===== src/rtl/pet_stats_engine.sv =====
// pet_stats_engine: NUM_STATS saturating pet need counters.
//   Stats rise on a periodic game tick (stat picked by random[2:0]), fall on
//   ASCII care commands, and energy drains while the pet sleeps.
// Ports:
//   clk          system clock
//   reset        asynchronous active-high reset
//   inputs[7:0]  ASCII command byte, 8'h00 = idle
//   random[7:0]  random source, only [2:0] used
//   second       animation phase, toggles on every tick
//   tick         one-cycle pulse per game tick
//   stats        packed stats, stat i at [i*STAT_W +: STAT_W]
//   is_sleeping  sleep state
//   critical     any stat at STAT_MAX (combinational)
module pet_stats_engine #(
    parameter int unsigned NUM_STATS       = 5,
    parameter int unsigned STAT_W          = 5,
    parameter int unsigned STAT_MAX        = 15,
    parameter int unsigned TICK_CYCLES     = 27000000,
    parameter int unsigned SLEEP_DRAIN_DIV = 2,
    parameter int unsigned ENERGY_IDX      = 4
) (
    input  logic                          clk,
    input  logic                          reset,
    input  logic [7:0]                    inputs,
    input  logic [7:0]                    random,
    output logic                          second,
    output logic                          tick,
    output logic [NUM_STATS*STAT_W-1:0]   stats,
    output logic                          is_sleeping,
    output logic                          critical
);

    localparam int unsigned CNT_W = (TICK_CYCLES > 1) ? $clog2(TICK_CYCLES) : 1;
    localparam int unsigned DRN_W = (SLEEP_DRAIN_DIV > 1) ? $clog2(SLEEP_DRAIN_DIV) : 1;
    localparam int unsigned EXT_W = STAT_W + 1;
    localparam logic [EXT_W-1:0] MAX_EXT = EXT_W'(STAT_MAX);

    localparam logic [7:0] CMD_EAT   = 8'h65;
    localparam logic [7:0] CMD_PLAY  = 8'h70;
    localparam logic [7:0] CMD_DOC   = 8'h64;
    localparam logic [7:0] CMD_BATH  = 8'h62;
    localparam logic [7:0] CMD_SLEEP = 8'h73;
    localparam logic [7:0] CMD_WAKE  = 8'h77;

    typedef enum logic {AWAKE = 1'b0, ASLEEP = 1'b1} state_e;

    state_e                 state_q, state_d;
    logic [CNT_W-1:0]       tick_cnt_q, tick_cnt_d;
    logic                   tick_q, tick_d;
    logic                   second_q, second_d;
    logic [DRN_W-1:0]       drain_q, drain_d;
    logic                   armed_q, armed_d;
    logic [STAT_W-1:0]      stat_q [NUM_STATS];
    logic [STAT_W-1:0]      stat_d [NUM_STATS];
    logic [EXT_W-1:0]       stat_ext [NUM_STATS];

    logic                   tick_wrap;
    logic                   accept;
    logic                   cmd_care;
    logic                   cmd_sleep;
    logic                   cmd_known;
    logic [2:0]             cmd_idx;
    logic                   drain_fire;
    logic [NUM_STATS-1:0]   inc;
    logic [NUM_STATS-1:0]   dec;

    // Only the low three bits of the random source select a stat.
    logic unused_random;
    assign unused_random = ^random[7:3];

    // Game tick timebase.
    always_comb begin
        tick_wrap  = (tick_cnt_q == CNT_W'(TICK_CYCLES - 1));
        tick_cnt_d = tick_wrap ? '0 : tick_cnt_q + CNT_W'(1);
        tick_d     = tick_wrap;
        second_d   = second_q ^ tick_wrap;
    end

    // Any stat pinned at the ceiling.
    always_comb begin
        critical = 1'b0;
        for (int i = 0; i < int'(NUM_STATS); i++) begin
            if (stat_q[i] == STAT_W'(STAT_MAX)) begin
                critical = 1'b1;
            end
        end
    end

    // Command decode; a care command for a stat that does not exist is unknown.
    always_comb begin
        cmd_care  = 1'b0;
        cmd_sleep = 1'b0;
        cmd_idx   = 3'd0;
        case (inputs)
            CMD_EAT:   begin cmd_care = 1'b1; cmd_idx = 3'd0; end
            CMD_PLAY:  begin cmd_care = 1'b1; cmd_idx = 3'd1; end
            CMD_DOC:   begin cmd_care = 1'b1; cmd_idx = 3'd2; end
            CMD_BATH:  begin cmd_care = 1'b1; cmd_idx = 3'd3; end
            CMD_SLEEP: cmd_sleep = 1'b1;
            default:   ;
        endcase
        cmd_known = cmd_sleep || (cmd_care && ({29'd0, cmd_idx} < NUM_STATS));
        accept    = armed_q && (state_q == AWAKE) && !critical;
    end

    // Edge-detect on the key: re-arm only after an idle byte.
    always_comb begin
        armed_d = armed_q;
        if (inputs == 8'h00) begin
            armed_d = 1'b1;
        end else if (accept && cmd_known) begin
            armed_d = 1'b0;
        end
    end

    // Energy drain divider, counts ticks only while asleep.
    always_comb begin
        drain_d    = drain_q;
        drain_fire = 1'b0;
        if (state_q != ASLEEP) begin
            drain_d = '0;
        end else if (tick_q) begin
            if (drain_q == DRN_W'(SLEEP_DRAIN_DIV - 1)) begin
                drain_d    = '0;
                drain_fire = 1'b1;
            end else begin
                drain_d = drain_q + DRN_W'(1);
            end
        end
    end

    // Per-stat inc/dec and saturating update at one extra bit of headroom.
    always_comb begin
        for (int i = 0; i < int'(NUM_STATS); i++) begin
            inc[i] = tick_q && (random[2:0] == 3'(i));
            dec[i] = (accept && cmd_care && (cmd_idx == 3'(i)))
                   || (drain_fire && (i == int'(ENERGY_IDX)));
            stat_ext[i] = EXT_W'(stat_q[i]) + EXT_W'(inc[i]);
            if (dec[i] && (stat_ext[i] != '0)) begin
                stat_ext[i] = stat_ext[i] - EXT_W'(1);
            end
            if (stat_ext[i] > MAX_EXT) begin
                stat_ext[i] = MAX_EXT;
            end
            stat_d[i] = stat_ext[i][STAT_W-1:0];
        end
    end

    // Sleep FSM: state register.
    always_ff @(posedge clk or posedge reset) begin
        if (reset) begin
            state_q <= AWAKE;
        end else begin
            state_q <= state_d;
        end
    end

    // Sleep FSM: next state. Waking beats everything else.
    always_comb begin
        state_d = state_q;
        case (state_q)
            AWAKE:   if (accept && cmd_sleep) state_d = ASLEEP;
            ASLEEP:  if ((inputs == CMD_WAKE) || critical) state_d = AWAKE;
            default: state_d = AWAKE;
        endcase
    end

    // Sleep FSM: outputs.
    always_comb begin
        is_sleeping = (state_q == ASLEEP);
    end

    // Datapath registers.
    always_ff @(posedge clk or posedge reset) begin
        if (reset) begin
            tick_cnt_q <= '0;
            tick_q     <= 1'b0;
            second_q   <= 1'b0;
            drain_q    <= '0;
            armed_q    <= 1'b1;
            for (int i = 0; i < int'(NUM_STATS); i++) begin
                stat_q[i] <= '0;
            end
        end else begin
            tick_cnt_q <= tick_cnt_d;
            tick_q     <= tick_d;
            second_q   <= second_d;
            drain_q    <= drain_d;
            armed_q    <= armed_d;
            for (int i = 0; i < int'(NUM_STATS); i++) begin
                stat_q[i] <= stat_d[i];
            end
        end
    end

    always_comb begin
        tick   = tick_q;
        second = second_q;
        for (int i = 0; i < int'(NUM_STATS); i++) begin
            stats[i*STAT_W +: STAT_W] = stat_q[i];
        end
    end

endmodule


===== config.mk =====
export PLATFORM = sky130hd
export DESIGN_NAME = pet_stats_engine
export DESIGN_NICKNAME = d
export VERILOG_FILES = /design/src/rtl/pet_stats_engine.sv
export SDC_FILE = /design/constraint.sdc
export NUM_CORES = 1
export LEC_CHECK = 0
export CORE_MARGIN = 5
export CORE_UTILIZATION = 45
export CTS_CLUSTER_DIAMETER = 40
export CTS_CLUSTER_SIZE = 10
export DETAILED_ROUTE_END_ITERATION = 10
export PLACE_DENSITY = 0.64
export SLEW_MARGIN = 25
export SYNTH_ARGS = -nofsm -noshare
export SYNTH_HDL_FRONTEND = slang
export SYNTH_SLANG_ARGS = --single-unit

===== constraint.sdc =====
create_clock -name clk -period 2.89 [get_ports clk]
set_clock_uncertainty 0.05 [all_clocks]
set_input_delay 0.578 -clock clk [delete_from_list [all_inputs] [get_ports clk]]
set_output_delay 0.578 -clock clk [all_outputs]
set_load 0.005 [all_outputs]

## Yosys cells after proc, flatten, opt, wreduce, memory -nomap -nowiden

Index checks and enable logic that the tools add are counted.

| storage, ports and cells | value |
|---|---|
| flip-flop bits (word level) | 55 |
| output and inout port bits | 29 |
| word-level logic and storage cells | 117 |

| cells by class | value |
|---|---|
| add/sub/neg operators | 12 |
| magnitude comparators | 6 |
| eq/ne operators | 21 |
| multiplexer cells | 30 |
| bitwise logic cells | 2 |
| reduce and logical (&&, ||, !) cells | 35 |

Operators with widths:

| kind | number |
|---|---|
| $eq A8 B7 Y1 const B | 6 |
| $add A5 B1 Y6 | 5 |
| $gt A6 B4 Y1 const B | 5 |
| $mux W6 | 5 |
| $reduce_bool A6 Y1 | 5 |
| $sub A6 B1 Y6 const B | 5 |
| $add A25 B1 Y25 const B | 1 |
| $eq A25 B25 Y1 const B | 1 |
| $eq A5 B4 Y1 const B | 5 |
| $mux W25 | 1 |
| $mux W5 | 5 |
| $logic_and A1 B1 Y1 | 21 |
| $mux W1 | 17 |
| $eq A3 B2 Y1 const B | 4 |
| $logic_not A8 Y1 | 1 |
| $eq A3 B1 Y1 const B | 2 |
| $eq A3 B3 Y1 const B | 2 |
| $logic_not A3 Y1 | 2 |
| $pmux W2 S3 | 1 |
| $reduce_or A4 Y1 | 1 |
| $logic_or A1 B1 Y1 | 3 |
| $lt A3 B3 Y1 const B | 1 |
| $ne A2 B1 Y1 const B | 1 |
| $pmux W1 S2 | 1 |
| 5 further kinds | 5 |

## Logic depth before layout (Yosys ltp)

Gate-level depths: netlist of run 1.

| logic depth | value |
|---|---|
| depth in word-level cells | 15 |
| mapped depth | 11 |

## Worst setup path after synthesis of run 1

No wires, ideal clock.

| path | value |
|---|---|
| kind | input -> register |
| from | input random[1] |
| to | register stat_q (netlist bit stats[8]) |
| arrival time | 2.737 ns |
| data required time | 2.764 ns |
| setup slack | 0.027 ns |
| cell stages on the path | 11 |
| cells stage by stage | nor4bb_1 -> ha_1 -> ha_1 -> and3_1 -> buf_4 -> mux2i_1 -> and3_1 -> or4_1 -> buf_2 -> and3_1 -> o21ai_1 |

RTL lines:

| element | line | source |
|---|---|---|
| start: declaration | 25 | `input logic [7:0] random,` |
| end signal: indexed assignment | 191 | `stat_q[i] <= stat_d[i];` |
| end: declaration | 53 | `logic [STAT_W-1:0] stat_q [NUM_STATS];` |

==> flow_summary.toml, run 1 <==
[hold_path]
hold_class = "reg -> reg"

[job]
maxCapViolations = 0

[synth]
synth.avg_cell_area_um2 = 8.88
ys_seq_area_share_pct = 34.3
synth_edf_count = 0
synth-seq-cells = 55
synth_warnings = 0
synthCells = 452
synthArstFlopShare_pct = 100
synth_top_flop_cell = "dfrtp_1"
synth_area_um2 = 4010
ys_types = 63

[route]
drtAntennaViolNets = 0
vias = 3661
vias_per_cell = 5.51
dr.pass1.iters = 5
drc = 0
drt-initial-drc-count = 89
avgRoutedWirePerCell_um = 14.8
drt-total-wl_um = 9820

[clocking]
clk_latency_ns = 0.31
htree_levels = 2
cts_tree = "done"
clkSinkCount = 55
cts_buffers = 5
max-clock-path-buffers = 2
cts_hold_buffers = 0
clk_pin_slew_ns = 0.10
cts-root-buf = "clkbuf_8"

[finish]
register_area_um2 = 1380
final_cell_area_um2 = 5220
multi_input_area_um2 = 2650
synthToLayoutAreaGrowth_pct = 30.0
n_antenna_cell = 0
fillers = 793
drive_gt1_share_pct = 21.9
fin_nets = 599

[sta]
rsz0062_at_grt = "false"
report.final.hold_viol_count = 0
tns_ns = 0
finalCritPeriodShare_pct = 97.2
timing.fmax_ghz = 0.356
tightest_slew_ns = 0.706
setup_violations = 0
min_period_ns = 2.81
drv_slew = 0
slew_headroom_pct = 52.5

[pwr]
power_frac_comb_pct = 7.6
p_seq_share_pct = 58.2
p_clk_share_pct = 34.2
p_int_mw = 1.02
leakage_nw = 2.31
swShare_pct = 24.3
p_switching_mw = 0.329
p_per_area_nw_per_um2 = 259
ir_drop_v = 0.000193

[status]
status = "finished clean"

[worst_setup_path]
crit_type = "in -> reg"
crit_fanout = 5
start_kind = "primary input"
cp-end-kind = "flop"
cp.arrival_ns = 2.95
required_ns = 3.03

[die]
die_h_um = 104
fp.dieW_um = 104
ioPinCount = 47
core_area_um2 = 8720
rows = 34
dieArea_um2 = 10900
initial_core_util_pct = 46.0

[global_route]
grt_overflow = 0
grt_max_degree = 27
grt_pass1_wl_um = 16800
grt-busiest-layer = "met2"
grt_use_total_pct = 18.0
grt_use_met2_pct = 30.3
antenna_found_initial = 0
grt.met3_usage_pct = 4.16
grt_pass1_vias = 3601
grt_use_met1_pct = 23.0

[place]
gp_congestion = 0.924
hpwl_um = 7400
dpl_cell_area_um2 = 5000
io_buffers = 41
[power by group through the flow]
stage	clock network [mW]	logic, mW	registers, mW
finish	0.462	0.103	0.786
global route	0.513	0.114	0.788
CTS	0.482	0.104	0.786
global placement	0	0.101	0.801
floorplan	0	0.0525	0.796
detailed placement	0	0.102	0.801
[what timing repair did]
action                                  CTS  global route
endpoints found under the setup margin   17            17
resized for setup                        15            23
pin swaps                                 2             5
setup buffers                             0             1
[layer usage]
metal / vias to the layer above / part of all wire [%]
li1: 1818 / -
met1: 1763 / 46
met2: 72 / 48
met3: 8 / 4.6
met4: 0 / 0.98
met5: - / 0
[cells in the final DEF, fill, tap and decap left out, drive strengths merged, types with 6 or more instances in the layout]
cell type / Yosys / final
a21boi: 6 / 6
a21oi: 13 / 13
and3: 20 / 20
buf: 6 / 66
clkbuf: 9 / 9
clkdlybuf4s50: 0 / 38
dfrtp: 54 / 54
ha: 26 / 26
inv: 16 / 16
nand2: 35 / 35
nand3: 27 / 27
nand4: 14 / 14
nor2: 41 / 41
nor3: 15 / 15
nor3b: 7 / 7
o21ai: 15 / 15
or2: 8 / 8
xnor2: 22 / 22
xor2: 27 / 27
[cell families after synthesis]
logic type                 count (synthesis)  synth area share, %
other                                      1               0.0934
adders and majority gates                 26                 8.10
xor gates and xnor gates                  49                 10.7
muxes                                      8                 2.09
and+or+nand+nor                          211                 29.5
AOI/OAI and AO/OA                         71                 12.1
buffers and inverters                     31                 3.15
DFF                                       55                 34.3
[flip-flops by register name, summed over array words and instances, names as in the netlist]
signal,flops
tick,1
drain_q,1
tick_cnt_q,25
stats,25
second,1
is_sleeping,1
armed_q,1
[final cells by class]
type | count | share of cell area [%]
Clock buffer | 7 | 1.66
Clock inverter | 1 | 0.168
Inverter | 16 | 1.15
Multi-Input combinational cell | 370 | 50.8
Sequential cell | 55 | 26.5
Tap cell | 108 | 2.59
Timing Repair Buffer | 107 | 17.2
[critical path: stages]
cell and delay (ns):
dlygate4sd2_1 0.28, nor4bb_1 0.29, buf_4 0.16, ha_1 0.14, ha_2 0.29, or3_4 0.42
nor3_4 0.22, mux2_4 0.33, nor2_4 0.14, o211ai_1 0.11
[cell usage after synthesis (3+ instances only)]
library cell / number / area, um^2
dfrtp_1: 54 / 1350
nor2_1: 41 / 154
nand2_1: 35 / 131
xor2_1: 27 / 236
ha_1: 26 / 325
nand3_1: 26 / 130
xnor2_1: 22 / 193
and3_1: 20 / 125
inv_1: 16 / 60.1
nand4_1: 14 / 87.6
nor3_1: 14 / 70.1
a21oi_1: 13 / 65.1
clkbuf_1: 9 / 33.8
o21ai_0: 9 / 45.0
or2_2: 8 / 50.1
nor3b_1: 7 / 52.6
o21ai_1: 6 / 30.0
a21boi_0: 5 / 37.5
and3b_1: 5 / 43.8
buf_2: 5 / 25.0
mux2i_1: 5 / 50.1
nand2b_1: 5 / 31.3
nor4b_1: 5 / 43.8
o21a_1: 5 / 37.5
or3_1: 5 / 31.3
a31oi_1: 4 / 25.0
and2_1: 4 / 25.0
nor2b_1: 4 / 25.0
o211ai_1: 4 / 30.0
a311oi_1: 3 / 26.3
mux2_2: 3 / 33.8
nor4_1: 3 / 18.8
nor4bb_1: 3 / 30.0
o21bai_1: 3 / 22.5
[final timing paths]
kind	cells after the start	slack, ns	startpoint	to
max	10	0.08	random[0]	stats[21]$_DFF_PP0_
min in group asynchronous	2	0.59	reset	tick_cnt_q[15]$_DFF_PP0_
max in group asynchronous	3	1.52	reset	tick$_DFF_PP0_
min reg2reg	1	0.43	second$_DFF_PP0_	second$_DFF_PP0_
min	1	0.43	second$_DFF_PP0_	second$_DFF_PP0_
max reg2reg	10	0.16	tick$_DFF_PP0_	stats[8]$_DFF_PP0_
[through the flow]
step | hold slack [ns] | util (%) | setup WS, ns | instances | total power, mW
final | 0.431 | 59.8 | 0.0821 | 664 | 1.35
after global routing | 0.459 | 59.8 | 0.00161 | 664 | 1.42
after CTS | 0.435 | 59.0 | 0.0441 | 663 | 1.37
after detailed placement | 0.415 | 57.3 | -0.682 | 655 | 0.904
after global placement | 0.409 | 57.3 | -0.572 | 655 | 0.901
after floorplan | 0.407 | - | 0.0269 | 456 | 0.849
Note: power is estimated with default switching activity, not from simulation.
==> run 2: changes to the inputs <==
--- a/config.mk
+++ b/config.mk
@@ -11,6 +11,7 @@
 export CTS_CLUSTER_SIZE = 10
 export DETAILED_ROUTE_END_ITERATION = 10
 export PLACE_DENSITY = 0.64
+export REMOVE_ABC_BUFFERS = 1
 export SLEW_MARGIN = 25
 export SYNTH_ARGS = -nofsm -noshare
 export SYNTH_HDL_FRONTEND = slang
==> flow_summary.toml, run 2 (synthesis results as in run 1) <==
[die]
initial_core_util_pct = 46.0
die_h_um = 104
core_area_um2 = 8720
dieArea_um2 = 10900
ioPinCount = 47
rows = 34
fp.dieW_um = 104

[route]
drc = 0
vias = 3598
avgRoutedWirePerCell_um = 14.0
drtAntennaViolNets = 0
drt-total-wl_um = 9390
vias_per_cell = 5.38
drt-initial-drc-count = 118
dr.pass1.iters = 4

[hold_path]
hold_class = "reg -> reg"

[worst_setup_path]
cp-end-kind = "primary output"
crit_chain = "nand4_1, or2_2, and3_1, nand3_1, clkdlybuf4s50_1"
crit_fanout = 8
crit_type = "reg -> out"
path_buf_inv = 1
start_kind = "flop"
crit_family = "simple AND/OR/NAND/NOR gates"
cpMaxStageDelayCell = "clkdlybuf4s50_1"
required_ns = 2.26
slowest_delay_ns = 0.52
cp.arrival_ns = 2.14

[sta]
min_period_ns = 2.77
final.setup.worst_slack_ns = 0.125
finalCritPeriodShare_pct = 95.7
report.final.hold_viol_count = 0
setup_violations = 0
timing.fmax_ghz = 0.362
drv_slew = 0
rsz0062_at_grt = "false"
slew_headroom_pct = 63.0
tightest_slew_ns = 0.548

[status]
status = "finished clean"

[clocking]
max-clock-path-buffers = 2
clk_latency_ns = 0.31
cts_buffers = 5
cts_tree = "done"
cts_hold_buffers = 0
postCtsSetupRepairBufs = 0
htree_levels = 2
clkSinkCount = 55
clk_pin_slew_ns = 0.10
cts-root-buf = "clkbuf_8"

[place]
io_buffers = 41
dpl_worst_slack_ns = -0.575
gp_congestion = 0.813
hpwl_um = 7330

[global_route]
grt_pass1_wl_um = 16200
grt_use_total_pct = 17.4
grt_max_degree = 41
grt_overflow = 0
antenna_found_initial = 0
grt_pass1_vias = 3554

[pwr]
ir_drop_v = 0.000224
p_per_area_nw_per_um2 = 262
power_mw = 1.37
leakage_nw = 2.35

[finish]
n_antenna_cell = 0
final_common_cell = "buf_4"
synthToLayoutAreaGrowth_pct = 29.7
mostFrequentLayoutCells = "buf_4 (70), dfrtp_1 (53), nor2_1 (40), clkdlybuf4s50_1 (38), nand2_1 (35)"
fillers = 763
fin_nets = 604
drive_gt1_share_pct = 20.5

[job]
maxCapViolations = 0
-- run 2: cell types whose count changed in the layout (fill, tap and decap cells not counted), moves of 2 or more --
cell and delta:
ha_2 -3, buf_4 +4, dfrtp_2 -3, inv_2 -2, and3_4 -2, inv_1 +2, ha_1 +4, dfrtp_1 +3
and3_1 +2
-- run 2: per-layer routing --
metal | wire length (um) | share of wire [%] | global-route usage [%]
met1 | 4190 | 45 | 22.1
met2 | 4840 | 52 | 31.3
met5 | 0 | 0 | 0
met4 | 49 | 0.52 | 3.15
met3 | 302 | 3.2 | 2.73
-- run 2: worst reg2reg max path, stage by stage (launching register included) --
cell and delay [ns]:
dfrtp_1 0.46, nor4bb_4 0.19, buf_4 0.14, ha_1 0.20, buf_4 0.16, a21bo_2 0.21, a41o_1 0.24, and3_1 0.17
or4_4 0.47, and3_1 0.21, o21ai_1 0.12
-- run 2: stage by stage --
stage / hold WS [ns] / util, % / area (um^2) / instances / TNS, ns
finish: 0.420 / 59.7 / 5200 / 669 / 0
global route: 0.462 / 59.7 / 5200 / 669 / 0
CTS: 0.430 / 59.7 / 5210 / 669 / 0
detailed placement: 0.411 / 57.9 / 5050 / 661 / -9.36
global placement: 0.411 / 57.9 / 5050 / 661 / -8.28
floorplan: 0.407 / - / 3960 / 441 / 0
-- run 2: where the power goes --
| group | switching, mW | internal (mW) | total [mW] |
|---|---|---|---|
| clock | 0.271 | 0.203 | 0.473 |
| sequential | 0.0109 | 0.776 | 0.787 |
| combinational | 0.0535 | 0.0516 | 0.105 |
-- run 2: final timing paths --
kind | to | start | slack, ns | cells past startpoint
max in group asynchronous | armed_q$_DFFE_PP1P_ | reset | 1.67 | 3
worst max-delay path | critical | stats[1]$_DFF_PP0_ | 0.12 | 5
min in group asynchronous | stats[4]$_DFF_PP0_ | reset | 0.52 | 2
worst min-delay path | second$_DFF_PP0_ | second$_DFF_PP0_ | 0.42 | 1
worst min register to register | second$_DFF_PP0_ | second$_DFF_PP0_ | 0.42 | 1
worst max register to register | stats[8]$_DFF_PP0_ | tick$_DFF_PP0_ | 0.21 | 10
-- run 2: repair_timing --
item / CTS / global route
resized for setup: 15 / 8
pin swaps: 2 / 0
endpoints found under the setup margin: 20 / 17
gates cloned: 0 / 0
-- run 2: area by class of cell --
type                            instances  area (um^2)  share of cell area [%]
Multi-Input combinational cell        370         2590                    49.7
Sequential cell                        55         1380                    26.5
Timing Repair Buffer                  112          941                    18.1
Inverter                               16         60.1                    1.15
Clock buffer                            6         82.6                    1.59
Clock inverter                          2         20.0                   0.385
Tap cell                              108          135                    2.60
